==> config.mk <==
export PLATFORM = sky130hd
export DESIGN_NAME = mmu_bus_arb
export DESIGN_NICKNAME = d
export VERILOG_FILES = /design/src/rtl/mmu_bus_arb.sv
export SDC_FILE = /design/constraint.sdc
export NUM_CORES = 1
export LEC_CHECK = 0
export CORE_AREA = 2 2 123 125
export DETAILED_ROUTE_END_ITERATION = 10
export DIE_AREA = 0 0 125 127
export GPL_TIMING_DRIVEN = 0
export PLACE_DENSITY = 0.62
export SYNTH_ARGS = -nofsm -noshare
export SYNTH_HDL_FRONTEND = slang
export SYNTH_SLANG_ARGS = --single-unit
==> constraint.sdc <==
create_clock -name clk_i -period 3 [get_ports clk_i]
set_input_delay 0.3 -clock clk_i [delete_from_list [all_inputs] [get_ports clk_i]]
set_output_delay 0.3 -clock clk_i [all_outputs]
set_load 0.03 [all_outputs]
==> src/rtl/mmu_bus_arb.sv <==
// Two-master bus arbiter (m0 = table walker, m1 = CPU) with cyc-locked ownership and a strobe timeout.
// Grant is one cycle after request; the bus then passes through combinationally. The waiting master is stalled with no response.
// MMU_ARB_RR_EN selects round-robin arbitration for simultaneous requests; the default build uses fixed m0 priority.
module mmu_bus_arb #(
    parameter logic [7:0] TIMEOUT = 8'd255
) (
    input  logic        clk_i,
    input  logic        rst_i,
    input  logic        m0_cyc_i,
    input  logic        m0_stb_i,
    input  logic        m0_we_i,
    input  logic [3:0]  m0_sel_i,
    input  logic [31:0] m0_adr_i,
    input  logic [31:0] m0_dat_i,
    output logic [31:0] m0_dat_o,
    output logic        m0_ack_o,
    output logic        m0_err_o,
    input  logic        m1_cyc_i,
    input  logic        m1_stb_i,
    input  logic        m1_we_i,
    input  logic [3:0]  m1_sel_i,
    input  logic [31:0] m1_adr_i,
    input  logic [31:0] m1_dat_i,
    output logic [31:0] m1_dat_o,
    output logic        m1_ack_o,
    output logic        m1_err_o,
    output logic        s_cyc_o,
    output logic        s_stb_o,
    output logic        s_we_o,
    output logic [3:0]  s_sel_o,
    output logic [31:0] s_adr_o,
    output logic [31:0] s_dat_o,
    input  logic [31:0] s_dat_i,
    input  logic        s_ack_i,
    input  logic        s_err_i,
    output logic [1:0]  gnt_o,
    output logic        to_o
);

    typedef enum logic [1:0] {
        IDLE = 2'd0,
        OWN0 = 2'd1,
        OWN1 = 2'd2
    } state_t;

    state_t     state;
    logic [7:0] cnt;
    logic       own_cyc;
    logic       own_stb;
    logic       tmo;
    logic       pick_m1;

`ifdef MMU_ARB_RR_EN
    logic       last_m1;
    // Simultaneous requests go to whichever master did not own the bus last.
    assign pick_m1 = m1_cyc_i && (!m0_cyc_i || !last_m1);
`else
    assign pick_m1 = m1_cyc_i && !m0_cyc_i;
`endif

    always_comb begin
        own_cyc = 1'b0;
        own_stb = 1'b0;
        case (state)
            OWN0: begin
                own_cyc = m0_cyc_i;
                own_stb = m0_stb_i;
            end
            OWN1: begin
                own_cyc = m1_cyc_i;
                own_stb = m1_stb_i;
            end
            default: ;
        endcase
        // An ack landing on the timeout cycle completes the transfer normally.
        tmo = own_stb && (cnt == TIMEOUT) && !s_ack_i;
    end

    always_ff @(posedge clk_i) begin
        if (!rst_i) begin
            state   <= IDLE;
            cnt     <= 8'd0;
`ifdef MMU_ARB_RR_EN
            last_m1 <= 1'b1;
`endif
        end else begin
            case (state)
                IDLE: begin
                    cnt <= 8'd0;
                    if (m0_cyc_i || m1_cyc_i) begin
                        state   <= pick_m1 ? OWN1 : OWN0;
`ifdef MMU_ARB_RR_EN
                        last_m1 <= pick_m1;
`endif
                    end
                end
                OWN0, OWN1: begin
                    if (!own_cyc) begin
                        state <= IDLE;
                        cnt   <= 8'd0;
                    end else if (!own_stb || s_ack_i || s_err_i || (cnt == TIMEOUT)) begin
                        cnt <= 8'd0;
                    end else begin
                        cnt <= cnt + 8'd1;
                    end
                end
                default: begin
                    state <= IDLE;
                    cnt   <= 8'd0;
                end
            endcase
        end
    end

    always_comb begin
        s_cyc_o = 1'b0;
        s_stb_o = 1'b0;
        s_we_o  = 1'b0;
        s_sel_o = 4'd0;
        s_adr_o = 32'd0;
        s_dat_o = 32'd0;
        case (state)
            OWN0: begin
                s_cyc_o = m0_cyc_i;
                s_stb_o = m0_stb_i;
                s_we_o  = m0_we_i;
                s_sel_o = m0_sel_i;
                s_adr_o = m0_adr_i;
                s_dat_o = m0_dat_i;
            end
            OWN1: begin
                s_cyc_o = m1_cyc_i;
                s_stb_o = m1_stb_i;
                s_we_o  = m1_we_i;
                s_sel_o = m1_sel_i;
                s_adr_o = m1_adr_i;
                s_dat_o = m1_dat_i;
            end
            default: ;
        endcase
    end

    assign m0_dat_o = s_dat_i;
    assign m1_dat_o = s_dat_i;
    assign m0_ack_o = (state == OWN0) && s_ack_i;
    assign m1_ack_o = (state == OWN1) && s_ack_i;
    assign m0_err_o = (state == OWN0) && (s_err_i || tmo);
    assign m1_err_o = (state == OWN1) && (s_err_i || tmo);
    assign to_o     = tmo;
    assign gnt_o    = {state == OWN1, state == OWN0};

endmodule

; Word level (Yosys, flattened, before mapping)
; Index checks and enable logic that the tools add are counted.
[word_totals]
in_bits = 178
out_inout_bits = 142
register_bits = 10
[classes]
mux = 10
reduce_logical = 19
n_addsub = 1
eq_ne = 5
bitwise_logic = 3
[op_table]
columns = cell, n
row1 = case mux 32 bit (2 select lines), 2
row2 = adder 8 x 1 -> 8 bit (second input constant), 1
row3 = equality test 8 bit (second input constant), 1
row4 = case mux 4 bit (2 select lines), 1
row5 = logical AND 1 bit, 7
row6 = two-way mux 2 bit, 3
row7 = case mux 1 bit (2 select lines), 3
row8 = logical OR 1 bit, 5
row9 = inequality test 2 bit (second input constant), 2
row10 = case mux 2 bit (2 select lines), 1
row11 = OR reduction 4 bit, 1
row12 = logical NOT 1 bit, 3
row13 = NOT 1 bit, 3
row14 = equality test 2 x 1 -> 1 bit (second input constant), 1
row15 = equality test 2 bit (second input constant), 1
row16 = logical NOT 2 bit, 1
row17 = AND reduction 2 bit, 1
row18 = OR reduction 2 bit, 1

; Longest topological paths before layout
; Gate-level depths: netlist of run 1.
[logic_depth]
depth_word = 7
ltp_mapped = 6
mapped_depth_nobuf = 5

; Least setup slack after synthesis of run 1
; OpenSTA, ideal clock, no wires.
[synth_path]
path_kind = flip-flop to output port
startpoint = register state[1]
endpoint = output to_o
required_ns = 2.700
stages_incl_launch_ff = 7
path_buffers = 1
slack_ns = 0.476
arrival_ns = 2.224
path_cell_list = dfxtp_1 -> inv_1 -> ha_1 -> buf_2 -> a22o_1 -> nand2_1 -> nor4_1
[synth_via]
elab_chain_cells = 4
word_cells_on_any_way = 5
cone_classes = 2 x eq/ne / 1 x mux / 2 x reduce/logical
[synth_lines]
columns = item, line
row1 = from (decl), 46  ; state_t state;
row2 = from (signal assigned), 91  ; state <= pick_m1 ? OWN1 : OWN0;
row3 = equality test 2 x 1 -> 1 bit, -
row4 = net gnt_o[0], 36  ; output logic [1:0] gnt_o,
row5 = case mux 1 bit (2 select lines), 64  ; case (state)
row6 = logical AND 1 bit (2 in a row), 76  ; tmo = own_stb && (cnt == TIMEOUT) && !s_ack_i;
row7 = to (decl), 37  ; output logic to_o
; The timed path passes the listed nets, and every way through them passes these cells.

; Worst setup path in the final report of run 1
[layout_path]
startpoint = register state[1]
endpoint = output s_sel_o[0]
[layout_via]
elab_chain_cells = 2
word_cells_on_any_way = 3
cone_classes = 2 x eq/ne / 1 x mux
[layout_lines]
columns = item, line
row1 = equality test 2 bit or equality test 2 x 1 -> 1 bit (tied branches), 122  ; case (state)
row2 = case mux 4 bit (2 select lines) (*), 122
row3 = to (decl), 30  ; output logic [3:0] s_sel_o,
; Every way passes the cells marked *; elsewhere a longest branch is shown, timed or not.

==> results of run 1 <==
## stage by stage
step	instances	cell area [um^2]
2_1_floorplan	291	2170
3_3_place_gp	762	5280
3_5_place_dp	762	5280
4_1_cts	766	5370
5_1_grt	766	5390
6_report	766	5390
## worst max-delay path by stage
stage                                startpoint     endpoint  cells past startpoint
after floorplan           state[1]$_SDFFE_PN0P_         to_o                      6
after global placement    state[0]$_SDFFE_PN0P_  s_dat_o[31]                      7
after detailed placement  state[0]$_SDFFE_PN0P_  s_dat_o[31]                      7
after CTS                 state[1]$_SDFFE_PN0P_  s_dat_o[17]                      7
after global routing      state[1]$_SDFFE_PN0P_   s_sel_o[0]                      7
final                     state[1]$_SDFFE_PN0P_   s_sel_o[0]                      7
## sequential cells by signal, indices dropped and copies added (netlist names)
name	flops
cnt	8
state	2
## critical path, stage by stage (launching register included)
cell and delay [ns]:
dfxtp_1 0.32, inv_1 0.08, ha_1 0.15, buf_2 0.31, buf_1 0.40, a22oi_1 0.20, nor2b_1 0.16, clkdlybuf4s50_1 0.72
## cell usage in the layout (no fill, tap or decap), types with 2 or more instances in the layout
cell	count
a211oi_2	3
or3_1	3
buf_4	64
nor2b_1	72
clkbuf_16	3
o21ai_0	3
buf_2	4
and2_1	3
nand2_1	3
xnor2_1	2
inv_1	6
clkbuf_2	11
dfxtp_1	10
nor3_2	5
a21boi_0	2
a22oi_1	69
clkdlybuf4s50_1	287
ha_1	4
buf_1	3
nand3_1	3
a22o_1	2
clkbuf_1	5
## layer usage
| metal | global-route usage, % | wire (um) | vias up |
|---|---|---|---|
| met4 | 2.29 | 146 | 0 |
| met5 | 0 | 0 | - |
| met3 | 2.51 | 827 | 12 |
| met1 | 18.6 | 5400 | 1528 |
| met2 | 27.0 | 6500 | 155 |
| li1 | - | - | 1553 |
## power by group through the flow
stage | Sequential (W) | Clock, W | Combinational, W
2_1_floorplan | 0.000140 | 0 | 0.000487
3_3_place_gp | 0.000140 | 0 | 0.000945
3_5_place_dp | 0.000140 | 0 | 0.000955
4_1_cts | 0.000138 | 0.000269 | 0.000960
5_1_grt | 0.000138 | 0.000275 | 0.00101
6_report | 0.000138 | 0.000267 | 0.000955
## kinds of logic (layout without fill, tap and decap cells)
group                      after synthesis  after routing  share of synthesized area [%]
buffers and inverters                   94            385                           27.4
xor gates and xnor gates                 3              3                           1.21
and+or+nand+nor                         96             96                           29.5
AOI/OAI and AO/OA                       84             84                           30.3
adders and majority gates                4              4                           2.30
DFF                                     10             10                           9.21
## area by class of cell
class / count / area (um^2)
Clock buffer: 4 / 88.8
Tap cell: 184 / 230
Multi-Input combinational cell: 187 / 1380
Timing Repair Buffer: 287 / 2870
Sequential cell: 10 / 200
Fill cell: 1479 / 9040
Inverter: 6 / 22.5
Buffer: 88 / 593
## repair_timing
action / in CTS / in global routing
endpoints found under the setup margin: 11 / 40
setup buffers: 0 / 0
resized for setup: 2 / 19
hold buffers: 0 / 0
endpoints found under the hold margin: 0 / 0
==> results.sh, run 1 <==
export IMPL_final_util_pct=37.3
export IMPL_first_pass_iters=4
export IMPL_root_buffer="clkbuf_16"
export IMPL_hold_viol=0
export IMPL_die_w_um=125
export IMPL_slew_viol_final=0
export IMPL_clockPowerShare_pct=19.6
export IMPL_globalRouteTotalUtil_pct=14.8
export IMPL_drt_total_wl_um=12900
export IMPL_synth_seq_cells=10
export IMPL_timing_rr_end="cnt[5]$_SDFF_PP0_"
export IMPL_period_minus_slack_ns=2.88
export IMPL_r2r_slack_ns=1.24
export IMPL_p_leak_nw=1.87
export IMPL_irDropWorstVdd_mv=0.191
export IMPL_crit_type="reg2out"
export IMPL_async_flop_share_pct=0
export IMPL_min_path_cells=1
export IMPL_h_tree_depth=1
export IMPL_area_delta_synth_final_pct=148
export IMPL_grt_first_pass_wirelength_um=19000
export IMPL_routabilityCongestion=0.824
export IMPL_crit_arrival_ns=2.58
export IMPL_hold_class="reg2reg"
export IMPL_yosysTopAreaCellShare_pct=23.8
export IMPL_drt_iter0_drc=104
export IMPL_gr_total_overflow=0
export IMPL_setup_violations=0
export IMPL_antenna_found_initial=0
export IMPL_ys_seq_area_share_pct=9.21
export IMPL_tightestPinTransition_ns=0.582
export IMPL_layout_drive_gt1_share_pct=16.5
export IMPL_comb_power_share_pct=70.2
export IMPL_drc_errors=0
export IMPL_ys_flop_type="dfxtp_1"
export IMPL_fin_nets=765
export IMPL_clk_insertion_delay_late_ns=0.24
export IMPL_yosysMostFrequentCell="nor2b_1"
export IMPL_pwr_density_cell_nw_per_um2=253
export IMPL_yosysTopAreaCell="a22oi_1"
export IMPL_place_hpwl_um=10800
export IMPL_vias_per_cell=4.24
export IMPL_r2r_start="state[0]$_SDFFE_PN0P_"
export IMPL_fin_total_pwr_w=0.00136
export IMPL_dieArea_um2=15900
export IMPL_synth_nets=473
export IMPL_rows=44
export IMPL_hp_start="cnt[0]$_SDFF_PP0_"
export IMPL_start_util_pct=15.1
export IMPL_netlist_instances=291
export IMPL_grt_max_degree=11
export IMPL_cts_buffer_depth=2
export IMPL_maxCapViolations=0
export IMPL_postRouteAntennaNets=0
export IMPL_period_share_pct=96.2
export IMPL_crit_fanout=10
export IMPL_fin_tns_setup_ns=0
export IMPL_ys_warn_count=0
export IMPL_dr_total_vias=3248
export IMPL_worstPathRequired_ns=2.70
export IMPL_synth_area_leaders="a22oi_1 (24%), buf_4 (22%), nor2b_1 (21%)"
export IMPL_n_antenna_cell=0
export IMPL_slew_headroom_pct=61.1
export IMPL_p_sw_w=0.000528
export IMPL_dp_slack_ns=-0.0663
export IMPL_swShare_pct=38.8
export IMPL_synth_edf_count=0
export IMPL_pwr_share_seq_pct=10.1
export IMPL_grt_pass1_vias=3387
export IMPL_cts_sinks=10
export IMPL_setup_slack_ns=0.115
export IMPL_rsz0062_at_grt="yes"
export IMPL_p_int_w=0.000832
export IMPL_cts_tree="yes"
export IMPL_worst_setup_path_end_kind="primary output"
export IMPL_holdWs_ns=0.495
export IMPL_cts_inserted_buffers=3
export IMPL_start_kind="flip-flop"
export IMPL_fmax_mhz=347
export IMPL_avgSynthCellArea_um2=7.47
export IMPL_ff2ff_path_depth=6
export IMPL_status="finished clean"
export IMPL_ioPinCount=320
export IMPL_die_y_um=127
export IMPL_io_buffers=287
export IMPL_min_to="cnt[0]$_SDFF_PP0_"
export IMPL_fp_coreArea_um2=14400
export IMPL_clkTransAtPathRegs_ns=0.04
export IMPL_wl_per_cell_um=16.8
export IMPL_synth_area_um2=2170
export IMPL_fin_skew_ns=0.00269
export IMPL_synthDistinctLibCells=32
export IMPL_yosys_top_cells_count="nor2b_1 (72), a22oi_1 (69), buf_4 (64)"
Power figures use the tool's default switching activity.
==> run 2: changes to the inputs <==
- GPL_TIMING_DRIVEN: 0 -> unset
==> results.sh, run 2 (same netlist as run 1, synthesis figures left out) <==
export IMPL_place_hpwl_um=7630
export IMPL_grt_max_degree=75
export IMPL_period_minus_slack_ns=2.80
export IMPL_rows=44
export IMPL_start_util_pct=15.1
export IMPL_grt_pass1_vias=2696
export IMPL_fin_skew_ns=0.00186
export IMPL_root_buffer="clkbuf_16"
export IMPL_mostFrequentLayoutCells="clkdlybuf4s50_1 (223), nor2b_1 (72), a22oi_1 (69)"
export IMPL_cp_slowest_cell="clkdlybuf4s50_1"
export IMPL_postRouteAntennaNets=0
export IMPL_maxCapViolations=0
export IMPL_worstPathRequired_ns=2.70
export IMPL_dieArea_um2=15900
export IMPL_layout_commonest_cell="clkdlybuf4s50_1"
export IMPL_crit_fanout=74
export IMPL_globalRouteTotalUtil_pct=11.2
export IMPL_hold_viol=0
export IMPL_die_w_um=125
export IMPL_slew_viol_final=0
export IMPL_fp_coreArea_um2=14400
export IMPL_slew_headroom_pct=57.9
export IMPL_worst_setup_path_end_kind="primary output"
export IMPL_start_kind="flip-flop"
export IMPL_area_delta_synth_final_pct=92.6
export IMPL_clkTransAtPathRegs_ns=0.04
export IMPL_dr_total_vias=2637
export IMPL_irDropWorstVdd_mv=0.203
export IMPL_ioPinCount=320
export IMPL_post_cts_repair_setup_buffers=0
export IMPL_status="finished clean"
export IMPL_ctsHoldBuffers=0
export IMPL_wl_per_cell_um=15.6
export IMPL_min_to="cnt[0]$_SDFF_PP0_"
export IMPL_dp_slack_ns=0.441
export IMPL_rsz0062_at_grt="no"
export IMPL_fin_nets=617
export IMPL_cts_inserted_buffers=3
export IMPL_cp_slowest_stage_delay_ns=0.73
export IMPL_cts_buffer_depth=2
export IMPL_period_share_pct=93.4
export IMPL_largest_register_ffs=8
export IMPL_die_y_um=127
export IMPL_cts_tree="yes"
export IMPL_cts_sinks=10
export IMPL_crit_arrival_ns=2.50
export IMPL_fin_tns_setup_ns=0
export IMPL_setup_slack_ns=0.199
export IMPL_cp_startpoint="state[1]$_SDFFE_PN0P_"
export IMPL_first_pass_iters=4
export IMPL_timing_rr_end="cnt[6]$_SDFF_PP0_"
export IMPL_fmax_mhz=357
export IMPL_drt_total_wl_um=9640
export IMPL_n_antenna_cell=0
export IMPL_routabilityCongestion=0.766
export IMPL_r2r_start="state[1]$_SDFFE_PN0P_"
export IMPL_layout_drive_gt1_share_pct=5.08
export IMPL_min_path_cells=1
export IMPL_setup_violations=0
export IMPL_ff2ff_path_depth=5
export IMPL_tightestPinTransition_ns=0.631
export IMPL_crit_chain="inv_1, ha_2, buf_4, nor2b_1, clkdlybuf4s50_1"
export IMPL_h_tree_depth=1
export IMPL_gr_total_overflow=0
export IMPL_grt_first_pass_wirelength_um=14600
export IMPL_largestRegisters="cnt (8), state (2)"
export IMPL_pwr_density_cell_nw_per_um2=248
export IMPL_regMostFlops="cnt"
export IMPL_hold_class="reg2reg"
export IMPL_antenna_found_initial=0
export IMPL_vias_per_cell=4.27
export IMPL_cts_resized=0
export IMPL_drc_errors=0
export IMPL_r2r_slack_ns=1.05
export IMPL_crit_type="reg2out"
export IMPL_drt_iter0_drc=89
export IMPL_p_leak_nw=1.24
export IMPL_clk_insertion_delay_late_ns=0.23
export IMPL_io_buffers=223
export IMPL_hp_start="cnt[0]$_SDFF_PP0_"
## run 2: cell types whose count changed in the layout (fill, tap and decap cells not counted), sizes merged
cell | before | now
clkbuf | 21 | 3
buf | 71 | 4
clkdlybuf4s50 | 287 | 223
## run 2: worst max-delay path by stage
| stage | slack [ns] | cells past startpoint | to |
|---|---|---|---|
| finish | 0.20 | 5 | s_dat_o[4] |
| global route | 0.05 | 5 | s_dat_o[4] |
| CTS | 0.18 | 5 | s_dat_o[4] |
| detailed placement | 0.44 | 5 | s_sel_o[0] |
| global placement | 0.49 | 5 | s_sel_o[0] |
| floorplan | 0.48 | 6 | to_o |
## run 2: worst max-delay path, delay by kind of cell (launching register included)
| kind | cells | cell delay [ns] |
|---|---|---|
| buf+inv | 3 | 1.32 |
| simple gates | 1 | 0.23 |
| fa+ha+maj | 1 | 0.33 |
| flops | 1 | 0.36 |
## run 2: final cells by class
type                    instances  area (um^2)
fillers                      1520        10200
repair buffers                227         2270
multi-input cells             187         1390
well taps                     184          230
flip-flops and latches         10          200
clock buffers                   3         75.1
inverters                       6         22.5
## run 2: power by group
part	internal [W]	total, W	switching (W)
clock	0.000172	0.000229	0.0000566
sequential	0.000136	0.000138	0.00000198
combinational	0.000362	0.000673	0.000311
total	0.000671	0.00104	0.000370
## run 2: layer usage
| layer | routed length [um] | up-vias | track usage (%) |
|---|---|---|---|
| met4 | 280 | 0 | 3.46 |
| li1 | - | 1252 | - |
| met1 | 3820 | 1202 | 13.1 |
| met3 | 993 | 30 | 4.02 |
| met2 | 4550 | 153 | 19.2 |
| met5 | 0 | - | 0 |
## run 2: through the flow
step                      cell area [um^2]  instances  total power, W  hold slack (ns)  utilization (%)
after detailed placement              4110        614        0.000817            0.489             28.5
after floorplan                       2170        291        0.000627            0.442                -
after global routing                  4190        617         0.00110            0.522             29.0
final                                 4190        617         0.00104            0.499             29.0
after global placement                4110        614        0.000808            0.476             28.5
after CTS                             4190        617         0.00105            0.495             29.0
